## src/rtl/adc_pkg.sv

```systemverilog
// Shared definitions for the ADC front end (capture stage and sample filter).
//   ADC_DATA_W  : native ADC code width
//   acc_state_t : block accumulator state
package adc_pkg;

    localparam int unsigned ADC_DATA_W = 8;

    typedef enum logic {
        ACC_EMPTY = 1'b0,
        ACC_RUN   = 1'b1
    } acc_state_t;

endpackage

```

## src/rtl/adc_hyst_cmp.sv

```systemverilog
// Registered set/clear threshold comparator with hysteresis.
//   clk, reset : clock, async active-high reset
//   clear      : synchronous return to the reset value
//   load       : result is a new value to evaluate this cycle
//   result     : value compared against the thresholds
//   above      : set at/above TH_HI, cleared at/below TH_LO, otherwise held
module adc_hyst_cmp
    import adc_pkg::*;
#(
    parameter int unsigned          DATA_W = ADC_DATA_W,
    parameter logic [DATA_W-1:0]    TH_HI  = 8'd160,
    parameter logic [DATA_W-1:0]    TH_LO  = 8'd96
) (
    input  logic              clk,
    input  logic              reset,
    input  logic              clear,
    input  logic              load,
    input  logic [DATA_W-1:0] result,
    output logic              above
);

    logic above_q;
    logic above_d;

    always_comb begin
        above_d = above_q;
        if (clear) begin
            above_d = 1'b0;
        end else if (load) begin
            if (result >= TH_HI) begin
                above_d = 1'b1;
            end else if (result <= TH_LO) begin
                above_d = 1'b0;
            end
        end
    end

    always_ff @(posedge clk or posedge reset) begin
        if (reset) begin
            above_q <= 1'b0;
        end else begin
            above_q <= above_d;
        end
    end

    assign above = above_q;

endmodule

```

## src/rtl/adc_sample_filter.sv

```systemverilog
// Block-averaging filter behind the ADC capture interface.
// Accumulates 2^LOG2_N samples, presents the truncated mean through a
// single valid/ready slot, and tracks running peak and a hysteresis flag.
//   clk, reset   : clock, async active-high reset
//   sample_valid : one-cycle strobe qualifying sample_data
//   sample_data  : ADC code
//   clear        : synchronous soft clear (wins over sample_valid)
//   avg_ready    : consumer takes avg_data this cycle
//   avg_valid    : avg_data holds an unconsumed result
//   avg_data     : block average
//   peak         : maximum sample since reset/clear
//   above        : hysteresis threshold flag
//   overrun      : sticky, a completed block was dropped
//
// Accumulator FSM:
//   state     | meaning
//   ACC_EMPTY | no samples of the current block accepted yet
//   ACC_RUN   | block in progress, acc holds the partial sum
module adc_sample_filter
    import adc_pkg::*;
#(
    parameter int unsigned          DATA_W = ADC_DATA_W,
    parameter int unsigned          LOG2_N = 3,
    parameter logic [DATA_W-1:0]    TH_HI  = 8'd160,
    parameter logic [DATA_W-1:0]    TH_LO  = 8'd96
) (
    input  logic              clk,
    input  logic              reset,
    input  logic              sample_valid,
    input  logic [DATA_W-1:0] sample_data,
    input  logic              clear,
    input  logic              avg_ready,
    output logic              avg_valid,
    output logic [DATA_W-1:0] avg_data,
    output logic [DATA_W-1:0] peak,
    output logic              above,
    output logic              overrun
);

    localparam int unsigned ACC_W = DATA_W + LOG2_N;
    // A zero-width counter is not legal; with LOG2_N=0 the single bit stays 0.
    localparam int unsigned CNT_W = (LOG2_N > 0) ? LOG2_N : 1;
    localparam int unsigned N     = 1 << LOG2_N;
    localparam logic [CNT_W-1:0] CNT_LAST = CNT_W'(N - 1);

    acc_state_t        state_q, state_d;
    logic [ACC_W-1:0]  acc_q, acc_d;
    logic [CNT_W-1:0]  cnt_q, cnt_d;
    logic              avg_valid_q, avg_valid_d;
    logic [DATA_W-1:0] avg_data_q, avg_data_d;
    logic [DATA_W-1:0] peak_q, peak_d;
    logic              overrun_q, overrun_d;

    logic              accept;
    logic              block_done;
    logic              slot_free;
    logic              result_load;
    logic [ACC_W-1:0]  acc_base;
    logic [ACC_W-1:0]  sum;
    logic [DATA_W-1:0] result;

    assign accept     = sample_valid && !clear;
    // cnt is 0 in ACC_EMPTY, so with N=1 the first sample already closes the block.
    assign block_done = accept && (cnt_q == CNT_LAST);
    assign acc_base   = (state_q == ACC_RUN) ? acc_q : '0;
    assign sum        = acc_base + ACC_W'(sample_data);
    assign result     = DATA_W'(sum >> LOG2_N);

    // The slot can take a new result if it is empty or being drained this cycle.
    assign slot_free   = !avg_valid_q || avg_ready;
    assign result_load = block_done && slot_free;

    always_comb begin
        state_d = state_q;
        acc_d   = acc_q;
        cnt_d   = cnt_q;
        if (clear) begin
            state_d = ACC_EMPTY;
            acc_d   = '0;
            cnt_d   = '0;
        end else if (accept) begin
            if (block_done) begin
                state_d = ACC_EMPTY;
                acc_d   = '0;
                cnt_d   = '0;
            end else begin
                state_d = ACC_RUN;
                acc_d   = sum;
                cnt_d   = cnt_q + 1'b1;
            end
        end
    end

    always_comb begin
        avg_valid_d = avg_valid_q;
        avg_data_d  = avg_data_q;
        overrun_d   = overrun_q;
        if (clear) begin
            avg_valid_d = 1'b0;
            overrun_d   = 1'b0;
        end else if (block_done) begin
            if (slot_free) begin
                avg_valid_d = 1'b1;
                avg_data_d  = result;
            end else begin
                overrun_d = 1'b1;
            end
        end else if (avg_valid_q && avg_ready) begin
            avg_valid_d = 1'b0;
        end
    end

    always_comb begin
        peak_d = peak_q;
        if (clear) begin
            peak_d = '0;
        end else if (sample_valid && (sample_data > peak_q)) begin
            peak_d = sample_data;
        end
    end

    always_ff @(posedge clk or posedge reset) begin
        if (reset) begin
            state_q     <= ACC_EMPTY;
            acc_q       <= '0;
            cnt_q       <= '0;
            avg_valid_q <= 1'b0;
            avg_data_q  <= '0;
            peak_q      <= '0;
            overrun_q   <= 1'b0;
        end else begin
            state_q     <= state_d;
            acc_q       <= acc_d;
            cnt_q       <= cnt_d;
            avg_valid_q <= avg_valid_d;
            avg_data_q  <= avg_data_d;
            peak_q      <= peak_d;
            overrun_q   <= overrun_d;
        end
    end

    adc_hyst_cmp #(
        .DATA_W (DATA_W),
        .TH_HI  (TH_HI),
        .TH_LO  (TH_LO)
    ) u_hyst (
        .clk    (clk),
        .reset  (reset),
        .clear  (clear),
        .load   (result_load),
        .result (result),
        .above  (above)
    );

    assign avg_valid = avg_valid_q;
    assign avg_data  = avg_data_q;
    assign peak      = peak_q;
    assign overrun   = overrun_q;

endmodule

```

## config.mk

```make
export PLATFORM = sky130hd
export DESIGN_NAME = adc_sample_filter
export DESIGN_NICKNAME = d
export VERILOG_FILES = /design/src/rtl/adc_pkg.sv /design/src/rtl/adc_hyst_cmp.sv /design/src/rtl/adc_sample_filter.sv
export SDC_FILE = /design/constraint.sdc
export NUM_CORES = 1
export LEC_CHECK = 0
export CAP_MARGIN = 20
export CORE_UTILIZATION = 55
export CTS_BUF_LIST = sky130_fd_sc_hd__clkbuf_16
export DETAILED_ROUTE_END_ITERATION = 10
export PLACE_DENSITY = 0.87
export SLEW_MARGIN = 20
export SYNTH_ARGS = -nofsm -noshare
export SYNTH_HDL_FRONTEND = slang
export SYNTH_SLANG_ARGS = --single-unit
```

## constraint.sdc

```tcl
create_clock -name clk -period 3.3 [get_ports clk]
set_clock_uncertainty 0.1 [all_clocks]
set_input_delay 0.66 -clock clk [delete_from_list [all_inputs] [get_ports clk]]
set_output_delay 0.66 -clock clk [all_outputs]
set_load 0.05 [all_outputs]
```

==> flow_summary.json, run 1 <==
{
  "timing.final.crit_share_pct": 93.3,
  "relSlewSlack_pct": 55.6,
  "routed-via-count": 1873,
  "dieWidth_um": 66.4,
  "cts_resized": 0,
  "min_delay_worst_endpoint": "acc_q[0]",
  "initialDrtViolationCount": 126,
  "postRouteWirelength_um": 4820,
  "terminus_of_the_critical_flop_to_flop_path": "acc_q[10]",
  "fin_worst_hold_slack_ns": 0.406,
  "synth.top_cell.area_share_pct": 37.3,
  "detail-route-antenna-nets": 0,
  "tightest_slew_ns": 0.664,
  "dp_hpwl_um": 3360,
  "finalNonFillerCells": 325,
  "yosys.cell_count.top_type": "sky130_fd_sc_hd__dfrtp_1",
  "cts.sinks": 34,
  "synth_async_sr_flop_share_pct": 100,
  "initial_utilization_pct": 57.0,
  "syn_to_final_growth_pct": 22.0,
  "place_inst": 317,
  "worstSetupEndpointType": "flop",
  "max_freq_mhz": 325,
  "grt_remaining_overflow": 0,
  "core_area_sq_um": 4000,
  "post_cts.repair.setup_buffers": 0,
  "routabilityCongestion": 0.896,
  "dieArea_sq_um": 4410,
  "remaining_drc_errors": 0,
  "finalMaxSlewViolations": 0,
  "syn_avg_cell_area_sq_um": 9.38,
  "ioPinCount": 32,
  "library_cell_occupying_the_most_area_in_the_post_synthesis_netlist": "sky130_fd_sc_hd__dfrtp_1",
  "drv_cap": 0,
  "synth_seq_cells": 34,
  "hold_viol_final": 0,
  "worstPathCellList": "clkdlybuf4s50_1 -> ha_1 -> fa_1 -> a211oi_1 -> buf_4 -> o211ai_2 -> o2111ai_1 -> xor2_1 -> or3_1 -> a21oi_1",
  "vdd_drop_max_mv": 0.361,
  "power.leakage_nw": 1.31,
  "grt_pass1_wl_um": 8000,
  "hold_buffers": 0,
  "final_layout_size_suffix_gt1_share_pct": 9.09,
  "detail_route.first_pass.iterations": 4,
  "dominant_synthesized_flop_cell": "sky130_fd_sc_hd__dfrtp_1",
  "avgRoutedWirePerCell_um": 14.8,
  "critPathTopFamily": "compound AO/OA/AOI/OAI gates",
  "crit_slowest_cell": "sky130_fd_sc_hd__clkdlybuf4s50_1",
  "r2r-start": "state_q",
  "tritoncts_clock_tree": "built",
  "rows": 23,
  "criticalPathCategory": "input pin to flop",
  "via_count_of_the_first_global_routing_pass": 1782,
  "nets": 306,
  "clk-insertion-delay-late_ns": 0.28,
  "antenna_cells_inserted": 0,
  "reg2reg_setup_slack_ns": 0.53,
  "startpoint_type": "input pin",
  "timing.reg2reg.worst_path_depth": 10,
  "grt_start_max_net_pins": 36,
  "die_h_um": 66.4,
  "synth.net_count": 275,
  "detail_route.vias_per_cell": 5.76,
  "setup_tns_ns": 0,
  "grt_total_usage_pct": 24.5,
  "synth-edff-count": 0,
  "tritoncts.num_buffers": 5,
  "synth_warnings": 0,
  "setup_violations": 0,
  "post_synthesis_cell_type_count": 44,
  "cp_data_arrival_time_ns": 3.18,
  "hold_class": "flop to flop",
  "top_post_synthesis_cells_by_count": "sky130_fd_sc_hd__dfrtp_1, sky130_fd_sc_hd__a21oi_1, sky130_fd_sc_hd__nor2_1",
  "cp_data_required_time_ns": 3.40,
  "power-per-cell-area_nw_per_um2": 404,
  "clk_pin_slew_worst_paths_ns": 0.06,
  "clock_path_buffers": 2,
  "critical_path.n_buffers_inverters": 2,
  "hold_path.startpoint": "acc_q[0]",
  "timing.critical_path.fanout_max": 3,
  "buffer_type_at_the_clock_tree_root": "sky130_fd_sc_hd__clkbuf_16",
  "synth_top_cells_by_area": "sky130_fd_sc_hd__dfrtp_1, sky130_fd_sc_hd__ha_1, sky130_fd_sc_hd__mux2i_1",
  "crit_path_max_incr_delay_ns": 0.44,
  "cts-htree-levels": 2,
  "synth_seq_area_share_pct": 37.3,
  "final_core_utilization_pct": 69.5,
  "outcome": "finished, final reports clean",
  "synthCells": 243,
  "grt_antenna_before_repair": 0,
  "timing.final.crit_period_ns": 3.08,
  "syn-cell-area_sq_um": 2280,
  "min_delay_path_depth": 2,
  "buffer_ports.inserted": 31,
  "setup_repair_after_global_routing_missed_its_margin": "no"
}
==> registers in the layout, indices dropped and copies added, names as in the netlist <==
| signal | flops |
|---|---|
| cnt_q | 3 |
| overrun | 1 |
| acc_q | 11 |
| avg_valid | 1 |
| avg_data | 8 |
| state_q | 1 |
| u_hyst.above | 1 |
| peak | 8 |
==> tightest hold or removal path, delay by kind of cell (launching register included) <==
family | cells | cell delay (ns)
simple gates | 1 | 0.07
compound gates | 1 | 0.06
flops | 1 | 0.33
==> placed cells by master, fill, tap and decap left out, drive strengths merged, types with 2 or more instances in the layout <==
cell,Yosys,layout
o211ai,4,4
nor2,20,20
a21o,7,7
nand2,15,15
nand2b,16,16
and2,9,9
clkdlybuf4s50,0,31
a22oi,5,5
nor3,4,4
o21a,2,2
a21oi,22,22
a31oi,2,2
nand3,2,2
nor2b,3,3
ha,18,18
clkbuf,8,5
dfrtp,34,34
xnor2,2,2
nand4,5,5
o21ai,4,4
inv,15,16
buf,5,6
mux2i,11,11
clkinv,0,2
xor2,6,6
mux2,7,7
and4,2,2
==> power by group <==
group,switching (mW),internal (mW),leakage [nW]
registers,0.0117,0.435,0.453
clock network,0.177,0.276,0.0750
logic,0.133,0.0917,0.779
==> per-stage QoR <==
stage,setup WS (ns),cell area [sq um],power [mW]
after floorplan,0.592,2280,0.609
after global placement,0.0996,2640,0.671
after detailed placement,0.0281,2640,0.677
after CTS,0.242,2780,1.13
after global routing,0.0831,2780,1.17
final,0.222,2780,1.12
==> logic make-up (layout without fill, tap and decap cells) <==
group	count (synthesis)	after routing	share of synthesized area (%)
xor gates and xnor gates	8	8	3.07
DFF	34	34	37.3
and+or+nand+nor	80	80	18.2
muxes	18	18	8.29
adders and majority gates	19	19	10.8
buffers and inverters	28	60	5.10
AOI/OAI and AO/OA	56	56	17.2
==> metal layers <==
layer	global-route usage, %	share of wire [%]	vias up
li1	-	-	915
met1	30.8	46	911
met2	41.5	48	42
met3	5.52	3.9	5
met4	7.98	1.3	0
met5	0	0	-
==> area by class of cell <==
cell class | instances | area (sq um)
clock buffer | 5 | 125
clock inverter | 3 | 17.5
fill | 316 | 1220
inverter | 15 | 56.3
multi-input combinational | 181 | 1310
sequential | 34 | 851
tap | 50 | 62.6
timing repair buffer | 37 | 355
==> worst max path at each step <==
stage,from,to,depth (start not counted)
after global routing,sample_data[0],acc_q[10],10
after floorplan,state_q,acc_q[10],10
after detailed placement,sample_data[0],acc_q[10],10
final,sample_data[0],acc_q[10],10
after global placement,sample_data[0],acc_q[10],10
after CTS,sample_data[0],acc_q[10],10
No activity file was read; power rests on OpenSTA's default activity.
==> run 2: changes to the inputs <==
Settings changed: ABC_AREA set to 1, CORE_UTILIZATION 55 to 54, TNS_END_PERCENT set to 30.
==> flow_summary.json, run 2 <==
{
  "cts-htree-levels": 2,
  "grt_total_usage_pct": 28.8,
  "synth_async_sr_flop_share_pct": 100,
  "top_post_synthesis_cells_by_count": "sky130_fd_sc_hd__nand2_1, sky130_fd_sc_hd__inv_1, sky130_fd_sc_hd__dfrtp_1",
  "cp_data_arrival_time_ns": 2.87,
  "synth_warnings": 0,
  "cp_data_required_time_ns": 3.41,
  "die_h_um": 65.0,
  "power-per-cell-area_nw_per_um2": 477,
  "outcome": "finished, final reports clean",
  "ioPinCount": 32,
  "syn_avg_cell_area_sq_um": 7.65,
  "hold_viol_final": 0,
  "clk-insertion-delay-late_ns": 0.28,
  "syn_to_final_growth_pct": 27.0,
  "remaining_drc_errors": 0,
  "initialDrtViolationCount": 178,
  "max_freq_mhz": 362,
  "gr-usage-met3_pct": 7.75,
  "synth.top_cell.area_share_pct": 39.7,
  "grt_start_max_net_pins": 26,
  "avgRoutedWirePerCell_um": 15.1,
  "min_delay_worst_endpoint": "avg_data[4]",
  "initial_utilization_pct": 57.2,
  "layout_commonest_cell": "sky130_fd_sc_hd__nand2_1",
  "setup_tns_ns": 0,
  "power_switching_share_pct": 26.6,
  "dominant_synthesized_flop_cell": "sky130_fd_sc_hd__dfrtp_1",
  "cts.sinks": 34,
  "timing.reg2reg.worst_path_depth": 15,
  "tightest_slew_ns": 0.533,
  "antenna_cells_inserted": 0,
  "met1_usage_pct": 33.7,
  "post_synthesis_cell_type_count": 23,
  "relSlewSlack_pct": 64.5,
  "number_of_flip_flops_in_the_largest_register": 11,
  "worstSetupEndpointType": "flop",
  "seq_power_share_pct": 35.0,
  "synth-edff-count": 0,
  "detail_route.vias_per_cell": 5.79,
  "vdd_drop_max_mv": 0.423,
  "routed-via-count": 2119,
  "synth_top_cells_by_area": "sky130_fd_sc_hd__dfrtp_1, sky130_fd_sc_hd__nand2_1, sky130_fd_sc_hd__ha_1",
  "buffer_type_at_the_clock_tree_root": "sky130_fd_sc_hd__clkbuf_16",
  "setup_violations": 0,
  "synth_seq_cells": 34,
  "hold_path.startpoint": "avg_data[4]",
  "timing.final.crit_period_ns": 2.76,
  "routabilityCongestion": 0.920,
  "synth.net_count": 312,
  "grt_pass1_wl_um": 9180,
  "yosys.cell_count.top_type": "sky130_fd_sc_hd__nand2_1",
  "min_delay_path_depth": 2,
  "power.leakage_nw": 1.38,
  "drv_cap": 0,
  "reg2reg_setup_slack_ns": 0.64,
  "clk_pin_slew_worst_paths_ns": 0.06,
  "power_frac_comb_pct": 17.6,
  "library_cell_occupying_the_most_area_in_the_post_synthesis_netlist": "sky130_fd_sc_hd__dfrtp_1",
  "use_met2_pct": 50.0,
  "p_sw_mw": 0.345,
  "nets": 349,
  "synthCells": 280,
  "dieArea_sq_um": 4220,
  "cts_resized": 0,
  "synth_seq_area_share_pct": 39.7,
  "via_count_of_the_first_global_routing_pass": 2078,
  "syn-cell-area_sq_um": 2140,
  "crit_path_max_incr_delay_ns": 0.46,
  "detail_route.first_pass.iterations": 4,
  "core_area_sq_um": 3740,
  "crit_path_frequent_cell": "sky130_fd_sc_hd__nand2_1",
  "final_layout_size_suffix_gt1_share_pct": 7.23,
  "power.clock.fraction_pct": 47.4,
  "clock_path_buffers": 2,
  "max_flop_register": "acc_q",
  "criticalPathCategory": "input pin to flop",
  "finalMaxSlewViolations": 0,
  "grt_remaining_overflow": 0,
  "dieWidth_um": 65.0,
  "buffer_ports.inserted": 31,
  "grt_antenna_before_repair": 0,
  "tritoncts_clock_tree": "built",
  "post_cts.repair.setup_buffers": 0,
  "fillerInstances": 287,
  "final_core_utilization_pct": 72.7,
  "dp_hpwl_um": 3830,
  "rows": 22,
  "internal-power_mw": 0.953,
  "gr-max-usage-layer": "met2",
  "hold_buffers": 0,
  "worstPathCellList": "clkdlybuf4s50_1 -> ha_1 -> fa_1 -> nand2_1 -> nand2_2 -> nand3_1 -> nand2_1 -> nand2_1 -> nand2_1 -> nand3_1 -> nand2_1 -> nand2_1 -> nand2_1 -> a21oi_2",
  "timing.final.crit_share_pct": 83.7,
  "tritoncts.num_buffers": 5,
  "postRouteWirelength_um": 5530,
  "crit_slowest_cell": "sky130_fd_sc_hd__clkdlybuf4s50_1",
  "hold_class": "flop to flop",
  "detail-route-antenna-nets": 0,
  "terminus_of_the_critical_flop_to_flop_path": "u_hyst.above",
  "r2r-start": "state_q",
  "startpoint_type": "input pin",
  "setup_repair_after_global_routing_missed_its_margin": "no",
  "layout.cells.most_common_list": "sky130_fd_sc_hd__nand2_1, sky130_fd_sc_hd__inv_1, sky130_fd_sc_hd__dfrtp_1",
  "timing.critical_path.fanout_max": 4
}
run 2: cell types whose count changed in the layout (fill, tap and decap cells not counted), sizes merged, moves of 5 or more:
cell	delta
a21o	-7
a21oi	-11
a22oi	-5
and2	-9
inv	+30
mux2	-7
mux2i	-11
nand2	+56
nand2b	-16
nand3	+25
nand4	+5
o21ai	+21
xor2	-6
run 2: area by class of cell:
| class | count | area (sq um) | area share (%) |
|---|---|---|---|
| inverter | 46 | 173 | 6.35 |
| sequential | 34 | 851 | 31.3 |
| tap | 48 | 60.1 | 2.21 |
| timing repair buffer | 36 | 348 | 12.8 |
| clock buffer | 5 | 125 | 4.60 |
| clock inverter | 3 | 68.8 | 2.53 |
| multi-input combinational | 194 | 1090 | 40.2 |
run 2: worst max path at each step:
stage	to	depth (start not counted)	slack, ns	start
after global routing	u_hyst.above	14	0.45	sample_data[0]
after global placement	u_hyst.above	14	0.45	sample_data[0]
after detailed placement	u_hyst.above	14	0.38	sample_data[0]
after CTS	u_hyst.above	14	0.57	sample_data[0]
final	u_hyst.above	14	0.54	sample_data[0]
after floorplan	u_hyst.above	16	1.01	state_q
run 2: power groups by stage:
stage | sequential (mW) | combinational (mW) | clock [mW]
3_3_place_gp | 0.459 | 0.218 | 0
4_1_cts | 0.453 | 0.227 | 0.621
3_5_place_dp | 0.460 | 0.224 | 0
6_report | 0.453 | 0.228 | 0.615
5_1_grt | 0.456 | 0.250 | 0.636
2_1_floorplan | 0.492 | 0.111 | 0
run 2: logic make-up (layout without fill, tap and decap cells):
group	Yosys count	in the layout	share of synthesized area, %
simple gates	129	129	26.4
buf+inv	52	90	9.17
compound gates	44	44	12.4
flops	34	34	39.7
fa+ha+maj	19	19	11.4
xor+xnor	2	2	0.818
run 2: metal layers:
metal	routed length [um]	share of wire [%]
met3	492	8.9
met4	165	3.0
met5	0	0
met2	2700	49
met1	2170	39
run 2: worst max-delay path: cells and delay by family:
kind                       cells  cell delay (ns)
buffers and inverters          1             0.46
AOI/OAI and AO/OA              1             0.14
adders and majority gates      2             0.72
and+or+nand+nor               10             0.87
run 2: per-stage QoR:
stage / total power, mW / setup WS, ns / cell area, sq um / cells / hold WS [ns]
after global placement: 0.677 / 0.452 / 2530 / 358 / 0.369
final: 1.30 / 0.537 / 2720 / 366 / 0.388
after detailed placement: 0.684 / 0.378 / 2530 / 358 / 0.382
after global routing: 1.34 / 0.447 / 2720 / 366 / 0.419
after CTS: 1.30 / 0.566 / 2720 / 366 / 0.395
after floorplan: 0.603 / 1.01 / 2140 / 280 / 0.368
==> run 3: changes to the inputs <==
Clock period 3.3 ns to 2.6 ns, I/O delays scaled along.
==> flow_summary.json, run 3 (same netlist as run 2, synthesis figures left out) <==
{
  "outcome": "finished, final reports clean",
  "grt_pass1_wl_um": 8800,
  "met1_usage_pct": 34.1,
  "hold_viol_final": 0,
  "buffer_ports.inserted": 31,
  "routed-via-count": 2032,
  "grt_antenna_before_repair": 0,
  "criticalPathCategory": "input pin to flop",
  "max_flop_register": "acc_q",
  "layout_commonest_cell": "sky130_fd_sc_hd__nand2_1",
  "detail_route.vias_per_cell": 5.40,
  "layout_setup_ws_ns": 0.166,
  "worstSetupEndpointType": "flop",
  "tritoncts.num_buffers": 5,
  "detail-route-antenna-nets": 0,
  "initialDrtViolationCount": 140,
  "hold_buffers": 0,
  "clock_path_buffers": 2,
  "drv_cap": 0,
  "dp_hpwl_um": 3770,
  "tightest_slew_ns": 0.499,
  "postRouteWirelength_um": 5020,
  "place_inst": 368,
  "rows": 22,
  "setup_repair_after_global_routing_missed_its_margin": "no",
  "power.leakage_nw": 1.41,
  "cts-htree-levels": 2,
  "post_cts.repair.setup_buffers": 0,
  "initial_utilization_pct": 57.2,
  "gr-usage-met3_pct": 5.99,
  "startpoint_type": "input pin",
  "via_count_of_the_first_global_routing_pass": 2000,
  "cp_data_arrival_time_ns": 2.54,
  "buffer_type_at_the_clock_tree_root": "sky130_fd_sc_hd__clkbuf_16",
  "finalNonFillerCells": 376,
  "setup_tns_ns": 0,
  "tritoncts_clock_tree": "built",
  "max_freq_mhz": 411,
  "routabilityCongestion": 0.881,
  "fillerInstances": 300,
  "dieArea_sq_um": 4220,
  "grt_remaining_overflow": 0,
  "clk_pin_slew_worst_paths_ns": 0.05,
  "layout.cells.most_common_list": "sky130_fd_sc_hd__nand2_1, sky130_fd_sc_hd__inv_1, sky130_fd_sc_hd__dfrtp_1",
  "fin_worst_hold_slack_ns": 0.389,
  "clk-insertion-delay-late_ns": 0.28,
  "relSlewSlack_pct": 66.6,
  "hold_class": "flop to flop",
  "timing.final.crit_share_pct": 93.6,
  "ioPinCount": 32,
  "remaining_drc_errors": 0,
  "vdd_drop_max_mv": 0.525,
  "gr-max-usage-layer": "met2",
  "timing.critical_path.fanout_max": 3,
  "syn_to_final_growth_pct": 27.9,
  "timing.final.crit_period_ns": 2.43,
  "grt_total_usage_pct": 27.3,
  "preCtsSetupSlack_ns": -0.0628,
  "final_core_utilization_pct": 73.2,
  "detail_route.first_pass.iterations": 4,
  "number_of_flip_flops_in_the_largest_register": 11,
  "avgRoutedWirePerCell_um": 13.4,
  "dieWidth_um": 65.0,
  "grt_start_max_net_pins": 35,
  "cts.sinks": 34,
  "finalMaxSlewViolations": 0,
  "die_h_um": 65.0,
  "nets": 359,
  "cp_data_required_time_ns": 2.70,
  "power-per-cell-area_nw_per_um2": 523,
  "setup_violations": 0,
  "antenna_cells_inserted": 0,
  "use_met2_pct": 44.4,
  "final_layout_size_suffix_gt1_share_pct": 9.76,
  "core_area_sq_um": 3740
}
## run 3: changes by cell type in the layout (fill, tap and decap cells not counted)
cell                        before  now
sky130_fd_sc_hd__dfrtp_1        34   33
sky130_fd_sc_hd__buf_4           5   15
sky130_fd_sc_hd__bufinv_16       2    0
sky130_fd_sc_hd__inv_1          45   46
sky130_fd_sc_hd__clkinv_4        1    0
sky130_fd_sc_hd__clkinv_1        0    1
sky130_fd_sc_hd__clkinv_2        0    1
sky130_fd_sc_hd__dfrtp_2         0    1
## run 3: cell type report
type,instances,area (sq um),area share [%]
repair buffers,46,423,15.4
well taps,48,60.1,2.19
inverters,46,173,6.30
multi-input cells,194,1090,40.0
flip-flops and latches,34,852,31.1
clock buffers,5,125,4.57
clock inverters,3,12.5,0.457
## run 3: worst max-delay path: stages
cell	delay (ns)
sky130_fd_sc_hd__clkdlybuf4s50_1	0.42
sky130_fd_sc_hd__ha_1	0.24
sky130_fd_sc_hd__fa_1	0.39
sky130_fd_sc_hd__nand2_1	0.10
sky130_fd_sc_hd__nand2_2	0.08
sky130_fd_sc_hd__nand3_1	0.11
sky130_fd_sc_hd__nand2_1	0.07
sky130_fd_sc_hd__nand2_1	0.08
sky130_fd_sc_hd__nand2_1	0.08
sky130_fd_sc_hd__nor2_1	0.10
sky130_fd_sc_hd__nand2_1	0.06
sky130_fd_sc_hd__nor2_1	0.11
sky130_fd_sc_hd__nor2_1	0.06
sky130_fd_sc_hd__a21oi_2	0.10
## run 3: where the power goes
| group | switching [mW] | internal [mW] | leakage (nW) |
|---|---|---|---|
| sequential | 0.0181 | 0.556 | 0.459 |
| combinational | 0.189 | 0.116 | 0.878 |
| clock | 0.209 | 0.345 | 0.0724 |
## run 3: worst paths after layout
path	from	to	slack, ns	cells after the start
setup / recovery	sample_data[0]	u_hyst.above	0.17	14
min in group asynchronous	reset	acc_q[1]	0.54	3
max in group asynchronous	reset	state_q	1.53	3
hold reg to reg	avg_data[1]	avg_data[1]	0.39	2
hold / removal	avg_data[1]	avg_data[1]	0.39	2
setup reg to reg	state_q	u_hyst.above	0.25	15
## run 3: metrics by stage
stage	cell area (sq um)	total power, mW
finish	2740	1.43
global route	2740	1.50
CTS	2740	1.44
detailed placement	2600	0.884
global placement	2600	0.874
floorplan	2140	0.765
## run 3: layer usage
layer,up-vias,part of all wire [%]
met5,-,0
met3,17,4.8
met2,61,47
met4,0,2.6
met1,943,45
li1,1011,-
## run 3: what timing repair did
item / CTS / global route
endpoints found under the hold margin: 0 / 0
setup endpoints to repair: 0 / 1
gates resized for setup: 0 / 1
